## src/rtl/multicycle_ctrl_fsm.sv

```systemverilog
// Multi-cycle control sequencer: FETCH -> DECODE -> EXECUTE -> [MEM] -> [WRITEBACK], trapping on illegal opcodes or memory timeouts.
// Optional macro PERF_COUNTER_EN adds cycle_cnt / instret_cnt performance counters.
module multicycle_ctrl_fsm #(
    parameter int MAX_WAIT = 255,
    parameter int PERF_W   = 32
) (
    input  logic              clk,
    input  logic              reset_n,
    input  logic [6:0]        opcode,
    input  logic              imem_ack,
    input  logic              dmem_ack,
    input  logic              branch_taken,
    output logic              imem_req,
    output logic              dmem_req,
    output logic              dmem_we,
    output logic              ir_write,
    output logic              pc_write,
    output logic              pc_src,
    output logic              reg_write,
    output logic              alu_src_imm,
    output logic [1:0]        alu_op,
    output logic              ALU_En,
    output logic              halted,
    output logic              bus_error,
    output logic              illegal_instr,
`ifdef PERF_COUNTER_EN
    output logic [PERF_W-1:0] cycle_cnt,
    output logic [PERF_W-1:0] instret_cnt,
`endif
    output logic [2:0]        dbg_state
);

    typedef enum logic [2:0] {
        S_IDLE      = 3'd0,
        S_FETCH     = 3'd1,
        S_DECODE    = 3'd2,
        S_EXECUTE   = 3'd3,
        S_MEM       = 3'd4,
        S_WRITEBACK = 3'd5,
        S_TRAP      = 3'd6
    } state_t;

    typedef enum logic [2:0] {
        C_R     = 3'd0,
        C_I     = 3'd1,
        C_LOAD  = 3'd2,
        C_STORE = 3'd3,
        C_BR    = 3'd4
    } cls_t;

    localparam logic [7:0] WAIT_LAST = 8'(MAX_WAIT - 1);

    state_t     state_q, state_d;
    cls_t       cls_q, cls_d;
    logic [7:0] wait_q, wait_d;
    logic       bus_err_q, bus_err_d;
    logic       illegal_q, illegal_d;
    logic       op_legal;
    cls_t       op_cls;

    function automatic logic [1:0] cls_alu_op(input cls_t c);
        logic [1:0] op;
        case (c)
            C_R:             op = 2'b00;
            C_I:             op = 2'b01;
            C_LOAD, C_STORE: op = 2'b10;
            C_BR:            op = 2'b11;
            default:         op = 2'b00;
        endcase
        return op;
    endfunction

    always_comb begin
        op_legal = 1'b1;
        op_cls   = C_R;
        case (opcode)
            7'b0110011: op_cls = C_R;
            7'b0010011: op_cls = C_I;
            7'b0000011: op_cls = C_LOAD;
            7'b0100011: op_cls = C_STORE;
            7'b1100011: op_cls = C_BR;
            default:    op_legal = 1'b0;
        endcase
    end

    // The wait counter only survives while a request waits; every other path clears it.
    always_comb begin
        state_d   = state_q;
        cls_d     = cls_q;
        wait_d    = 8'd0;
        bus_err_d = bus_err_q;
        illegal_d = illegal_q;
        case (state_q)
            S_IDLE: state_d = S_FETCH;
            S_FETCH: begin
                if (imem_ack) begin
                    state_d = S_DECODE;
                end else if (wait_q == WAIT_LAST) begin
                    state_d   = S_TRAP;
                    bus_err_d = 1'b1;
                end else begin
                    wait_d = wait_q + 8'd1;
                end
            end
            S_DECODE: begin
                if (op_legal) begin
                    cls_d   = op_cls;
                    state_d = S_EXECUTE;
                end else begin
                    state_d   = S_TRAP;
                    illegal_d = 1'b1;
                end
            end
            S_EXECUTE: begin
                case (cls_q)
                    C_LOAD, C_STORE: state_d = S_MEM;
                    C_BR:            state_d = S_FETCH;
                    default:         state_d = S_WRITEBACK;
                endcase
            end
            S_MEM: begin
                if (dmem_ack) begin
                    state_d = (cls_q == C_STORE) ? S_FETCH : S_WRITEBACK;
                end else if (wait_q == WAIT_LAST) begin
                    state_d   = S_TRAP;
                    bus_err_d = 1'b1;
                end else begin
                    wait_d = wait_q + 8'd1;
                end
            end
            S_WRITEBACK: state_d = S_FETCH;
            S_TRAP:      state_d = S_TRAP;
            default:     state_d = S_IDLE;
        endcase
    end

    always_ff @(posedge clk or negedge reset_n) begin
        if (!reset_n) begin
            state_q   <= S_IDLE;
            cls_q     <= C_R;
            wait_q    <= 8'd0;
            bus_err_q <= 1'b0;
            illegal_q <= 1'b0;
        end else begin
            state_q   <= state_d;
            cls_q     <= cls_d;
            wait_q    <= wait_d;
            bus_err_q <= bus_err_d;
            illegal_q <= illegal_d;
        end
    end

    always_comb begin
        imem_req    = 1'b0;
        dmem_req    = 1'b0;
        dmem_we     = 1'b0;
        ir_write    = 1'b0;
        pc_write    = 1'b0;
        pc_src      = 1'b0;
        reg_write   = 1'b0;
        alu_src_imm = 1'b0;
        alu_op      = 2'b00;
        ALU_En      = 1'b1;
        case (state_q)
            S_FETCH: begin
                imem_req = 1'b1;
                if (imem_ack) begin
                    ir_write = 1'b1;
                    pc_write = 1'b1;
                end
            end
            S_EXECUTE: begin
                ALU_En      = 1'b0;
                alu_op      = cls_alu_op(cls_q);
                alu_src_imm = (cls_q == C_I) || (cls_q == C_LOAD) || (cls_q == C_STORE);
                if (cls_q == C_BR) begin
                    pc_src   = 1'b1;
                    pc_write = branch_taken;
                end
            end
            S_MEM: begin
                dmem_req    = 1'b1;
                dmem_we     = (cls_q == C_STORE);
                ALU_En      = 1'b0;
                alu_op      = 2'b10;
                alu_src_imm = 1'b1;
            end
            S_WRITEBACK: reg_write = 1'b1;
            default: ;
        endcase
    end

    assign halted        = (state_q == S_TRAP);
    assign bus_error     = bus_err_q;
    assign illegal_instr = illegal_q;
    assign dbg_state     = state_q;

`ifdef PERF_COUNTER_EN
    localparam logic [PERF_W-1:0] PERF_ONE = PERF_W'(1);

    logic [PERF_W-1:0] cycle_q, instret_q;
    logic              retire;

    // An instruction retires when its last step hands control back to FETCH.
    assign retire = (state_d == S_FETCH) &&
                    ((state_q == S_EXECUTE) || (state_q == S_MEM) || (state_q == S_WRITEBACK));

    always_ff @(posedge clk or negedge reset_n) begin
        if (!reset_n) begin
            cycle_q   <= '0;
            instret_q <= '0;
        end else begin
            if ((state_q != S_IDLE) && (state_q != S_TRAP)) cycle_q <= cycle_q + PERF_ONE;
            if (retire) instret_q <= instret_q + PERF_ONE;
        end
    end

    assign cycle_cnt   = cycle_q;
    assign instret_cnt = instret_q;
`endif

    a_param_range: assert property (@(posedge clk)
        (MAX_WAIT >= 1) && (MAX_WAIT <= 255) && (PERF_W >= 1));

    a_one_request: assert property (@(posedge clk) disable iff (!reset_n)
        !(imem_req && dmem_req));

    a_trap_quiet: assert property (@(posedge clk) disable iff (!reset_n)
        halted |-> !(imem_req || dmem_req || dmem_we || ir_write || pc_write || reg_write));

endmodule

```

## config.mk

```make
export PLATFORM = sky130hd
export DESIGN_NAME = multicycle_ctrl_fsm
export DESIGN_NICKNAME = d
export VERILOG_FILES = /design/src/rtl/multicycle_ctrl_fsm.sv
export SDC_FILE = /design/constraint.sdc
export NUM_CORES = 1
export LEC_CHECK = 0
export ABC_CLOCK_PERIOD_IN_PS = 1500
export BUFFER_PORTS_ARGS = -buffer_cell sky130_fd_sc_hd__buf_4
export CAP_MARGIN = 20
export CORE_MARGIN = 2
export CORE_UTILIZATION = 44
export DETAILED_ROUTE_END_ITERATION = 8
export HOLD_SLACK_MARGIN = 0.02
export PLACE_DENSITY = 0.84
export SYNTH_ARGS = -nofsm -noshare
export SYNTH_HDL_FRONTEND = slang
export SYNTH_SLANG_ARGS = --single-unit
```

## constraint.sdc

```tcl
create_clock -name clk -period 1.5 [get_ports clk]
set_input_delay 0.075 -clock clk [delete_from_list [all_inputs] [get_ports clk]]
set_output_delay 0.075 -clock clk [all_outputs]
set_load 0.01 [all_outputs]
```

# Word-level counts from Yosys, hierarchy flattened
# Cells that the tools add are included.
dict set report classes {
  n_eq_ne 18
  n_div 0
  order_cmp 0
  add_sub_neg 1
  muxes 31
  multipliers 0
  n_bitwise 1
  reduce_logical 11
  shift 0
}
# cell count
set ops {}
lappend ops {{2-to-1 mux 8 bit} 3}
lappend ops {{case mux 3 bit (6 select lines)} 1}
lappend ops {{case mux 8 bit (2 select lines)} 1}
lappend ops {{2-to-1 mux 3 bit} 5}
lappend ops {{equality test 7 x 6 -> 1 bit (second input constant)} 2}
lappend ops {{2-to-1 mux 1 bit} 14}
lappend ops {{equality test 3 x 2 -> 1 bit (second input constant)} 4}
lappend ops {{equality test 3 bit (second input constant)} 4}
lappend ops {{case mux 3 bit (4 select lines)} 1}
lappend ops {{adder 8 x 1 -> 8 bit (second input constant)} 1}
lappend ops {{equality test 8 bit (second input constant)} 1}
lappend ops {{equality test 7 x 2 -> 1 bit (second input constant)} 1}
lappend ops {{equality test 7 x 5 -> 1 bit (second input constant)} 1}
lappend ops {{equality test 7 bit (second input constant)} 1}
lappend ops {{equality test 3 x 1 -> 1 bit (second input constant)} 2}
lappend ops {{case mux 1 bit (2 select lines)} 3}
lappend ops {{case mux 2 bit (3 select lines)} 1}
lappend ops {{case mux 3 bit (2 select lines)} 1}
lappend ops {{OR reduction 2 bit} 3}
lappend ops {{OR reduction 5 bit} 1}
lappend ops {{inequality test 2 bit (second input constant)} 2}
lappend ops {{case mux 2 bit (2 select lines)} 1}
lappend ops {{AND reduction 2 bit} 2}
lappend ops {{zero test 3 bit} 1}
lappend ops {{other kinds (4)} 5}
dict set report word_totals {
  latch_bits 0
  ram_bits 0
  n_memories 0
  word_cells 67
  inputBits 12
  out_inout_bits 17
  romBits 0
  ff_bits 16
}

# Logic depth before layout (Yosys ltp)
dict set report logic_depth {
  depth_word 5
  ltp_mapped 6
  depth_no_buf 6
}

# Worst setup path after synthesis
# Ideal clock, no wire load.
dict set report synth_timing {
  path_type {flip-flop to flip-flop}
  startpoint {reg state_q[1], in the netlist dbg_state[1]}
  endpoint {reg state_q[2], in the netlist dbg_state[2]}
  stages_incl_launch_ff 5
  t_arrival_ps 1444
  slack_ps -83
  period_less_slack_ps 1583
  setup_time_ps 139
  required_time_ps 1361
  n_path_buf 1
  cell_sequence {dfrtp_1 > buf_2 > and3_4 > or2_0 > or4_1}
}
dict set report synth_between {
  elab_cells_between_ends 9
  classes_between {eq/ne (6); mux (1); reduce/logical (2)}
}
# item line_no
set synth_rtl {}
lappend synth_rtl {{from (decl)} 53} ;# state_t state_q, state_d;
lappend synth_rtl {{from (signal assigned)} 145} ;# state_q <= state_d;
lappend synth_rtl {{equality test 3 bit} n/a}
lappend synth_rtl {{via halted} 23} ;# output logic halted,
lappend synth_rtl {{case mux 3 bit (6 select lines)} 93} ;# case (state_q)
lappend synth_rtl {{via state_d[2]} 53}
# The timed path passes the listed nets, and every way through them passes these cells.
# A chain may end at the register's enable or synchronous reset.

# Worst setup path after layout
dict set report layout_timing {
  startpoint {reg state_q[2], in the netlist dbg_state[2]}
  endpoint {out dmem_we}
}
dict set report layout_between {
  elab_chain_cells 2
}
# item line_no
set layout_rtl {}
lappend layout_rtl {{equality test 3 bit} 164} ;# case (state_q)
lappend layout_rtl {{2-to-1 mux 1 bit} 164}
lappend layout_rtl {{to (decl)} 15} ;# output logic dmem_we,
# Every way passes these cells.

==> results.md <==
* Status: complete, but fails checks
* Violated checks: negative setup slack
* MaxCap Viol Count at 0
* Final ANT Viol Nets at 0
* Overall die height at 49.7 um
* Buffer levels on the longest clock path at 2
* Sink of the worst hold path: cls_q[1]
* Die footprint at roughly 2500 sq um
* Required time of the critical path at 1.42 ns
* Largest net degree at the start of global routing at 17
* Number of buffers inserted by port buffering at 28
* Post-placement cell area at between 1000 and 1500 sq um
* Most used cell along the critical path: buf_6
* Synthesized netlist net count at approximately 120
* Width of the die at approximately 50 um
* Leakage Power at 0.000645 uW
* N_diodes at 0
* Final core utilization at 73.0%
* Endpoint of the most critical register-to-register path: dbg_state[2]
* Source-to-sink clock delay at the later pin of the worst-skew pair at 0.28 ns
* Layout cells sized above 1 at a little under half
* Number of antenna violations at the first check in global routing at 0
* Final-report max-slew violation count at 0
* Clock-pin transition on the worst setup and hold timing paths at about 0.1 ns
* Total power at 2160 uW
* Effective utilization at floorplan at 46.9%
* Signal arrival time at the worst endpoint at 1.56 ns
* Class of the most critical setup path: reg2out
* Layout Cell Area excl Fill at between 1000 and 1500 sq um
* Post-synthesis cell area at 920 sq um
* Cell Chain, Critical Path: or2b_4 -> buf_6 -> nor2_4 -> and3_4 -> buf_6
* Area inside the core boundary at 1960 sq um
* Sort of element at the start of the critical path: register
* Proportion of synthesized chip area in sequential cells at 43.5%
* Avg Vias per Cell at approximately 5.6
* Maximum clock skew at final layout at about 0.0011 ns
* Relative max-transition margin at 74.4%
* Total clock sinks at 16
* Post-route fraction of the period consumed by the critical path at 109%
* Register-to-register path setup slack at -0.12 ns
* Delay-heaviest family, CP: simple AND/OR/NAND/NOR gates
* Standard-cell rows at 16
* Post-route DRC violation count at 0
* Synthesized area divided by synthesized cell count at 9.02 sq um
* Warning count from the yosys run at 0
* Most used flip-flop cell after synthesis: dfrtp_1
* Power Dens Cells at 1510 nW/um^2
* First-pass DRT Iterations at 4
* Total routed wirelength at 2900 um
* Unrepaired setup endpoints after global routing: yes
* Min-Delay Startpoint: opcode[6]
* CTS buffer count at 3
* Weighted congestion reported at the end of routability-driven placement at 0.893
* Critical-path cell with the highest stage delay: dfrtp_1
* Leading cell types in the layout, fill and taps excluded: buf_4 (38), nor2_1 (15), dfrtp_1 (14), buf_6 (7)
* Hold Path Class: in2reg
* Distinct cells, synth at 35
* CTS tree: done
* Pre-CTS setup slack at -0.0568 ns
* Asr flop ratio synth at 100%
* Slew at the pin with the worst max-slew slack at 0.382 ns
* Post-DR wirelength/cell at 16.4 um
* Vias in the first global route at just over 900
* H-Tree Depth at 1
* Root buffer selected by CTS: clkbuf_4
* Setup-failing EPs final at 11
* Reg2Reg Launch Point: dbg_state[0]
* Gr ovfl total at 0
* R2R cell count at 6
* Number of buffers and inverters on the critical path at 2
* Count of boundary I/O pins at 29
* CP startpoint: dbg_state[2]
* Number of cells on the worst hold path at 2
* Final setup slack of the worst path at -0.136 ns
* Area Overhead vs Synth at 55.8%
* Post-DP HPWL at roughly 1700 um
* Final Hold Vio Count at 0
* Number of register bits inferred by synthesis at 16
* Global-route usage over all layers at 20.9%
* Largest fanout on the critical path at 5
* Vias after detailed routing at 998
* Max frequency at 611 MHz
* Iter 0 DRT Violations at 28
* Layout Nets at approximately 170
* Global-route wire length before repair at around 4000 um
* Mapped Cells at 102
* Highest ir drop seen on vdd at 0.897 mV
* Kind of end point of the critical path: output pin
* Shortest period the worst path allows at about 1.6 ns
* Total instance count after detailed placement at between 150 and 200
* Fin cells at 177
* Commonest non-fill, non-tap cell in the layout: buf_4
* Slowest Stage Delay on Critical Path at 0.46 ns
* Post-synth EDFFs at 0
-- power breakdown --
group | internal, uW | switching [uW]
Sequential | 518 | 89.5
Clock | 148 | 140
Combinational | 662 | 605
-- layer usage --
metal / GRT usage (%) / vias to the layer above / part of all wire (%)
li1: - / 453 / -
met1: 24.9 / 502 / 41
met2: 37.3 / 35 / 52
met3: 3.64 / 8 / 4.1
met4: 7.41 / 0 / 2.2
met5: 0 / - / 0
-- repair_timing --
action | in CTS | in global routing
resized for setup | 11 | 14
hold buffers | 2 | 0
setup endpoints to repair | 12 | 18
setup buffers | 4 | 3
endpoints found under the hold margin | 17 | 0
pin swaps | 2 | 3
-- how the worst max path moves through the flow --
stage	slack, ns	depth (start not counted)	to
2_1_floorplan	-0.009	4	dbg_state[2]
3_3_place_gp	0.02	4	cls_q[1]
3_5_place_dp	-0.06	4	cls_q[1]
4_1_cts	-0.04	5	dbg_state[2]
5_1_grt	-0.17	5	dmem_we
6_report	-0.14	5	dmem_we
-- layout make-up --
class | instances | area [sq um]
Clock buffer | 4 | 36.3
Fill cell | 119 | 529
Inverter | 3 | 11.3
Multi-Input combinational cell | 80 | 564
Sequential cell | 16 | 403
Tap cell | 27 | 33.8
Timing Repair Buffer | 47 | 384
-- logic make-up (layout without fill, tap and decap cells) --
logic type / count (synthesis) / count (layout) / synth area share (%)
simple gates: 53 / 53 / 29.9
flops: 16 / 16 / 43.5
xor+xnor: 7 / 7 / 6.67
compound gates: 18 / 18 / 14.3
fa+ha+maj: 2 / 2 / 2.72
buf+inv: 6 / 54 / 2.86
-- synthesized netlist by cell type, types with 3 or more instances --
cell | number | share of area (%)
nor2_1 | 20 | 8.2
dfrtp_1 | 16 | 44
a21oi_1 | 5 | 2.7
nand2_1 | 5 | 2.0
xnor2_1 | 5 | 4.8
nor2b_1 | 4 | 2.7
nand2b_1 | 3 | 2.0
nand3_1 | 3 | 1.6
nor3_1 | 3 | 1.6
or2_1 | 3 | 2.0
-- through the flow --
stage / hold WS (ns) / setup TNS [ns]
global placement: -0.0596 / 0
finish: 0.0401 / -0.758
detailed placement: -0.0563 / -0.0568
floorplan: -0.221 / -0.00903
global route: 0.0419 / -1.11
CTS: 0.0302 / -0.126
-- registers in the layout, indices dropped and copies added, names as in the netlist --
name	flops
cls_q	3
wait_q	8
bus_error	1
dbg_state	3
illegal_instr	1
Power figures use the tool's default switching activity.
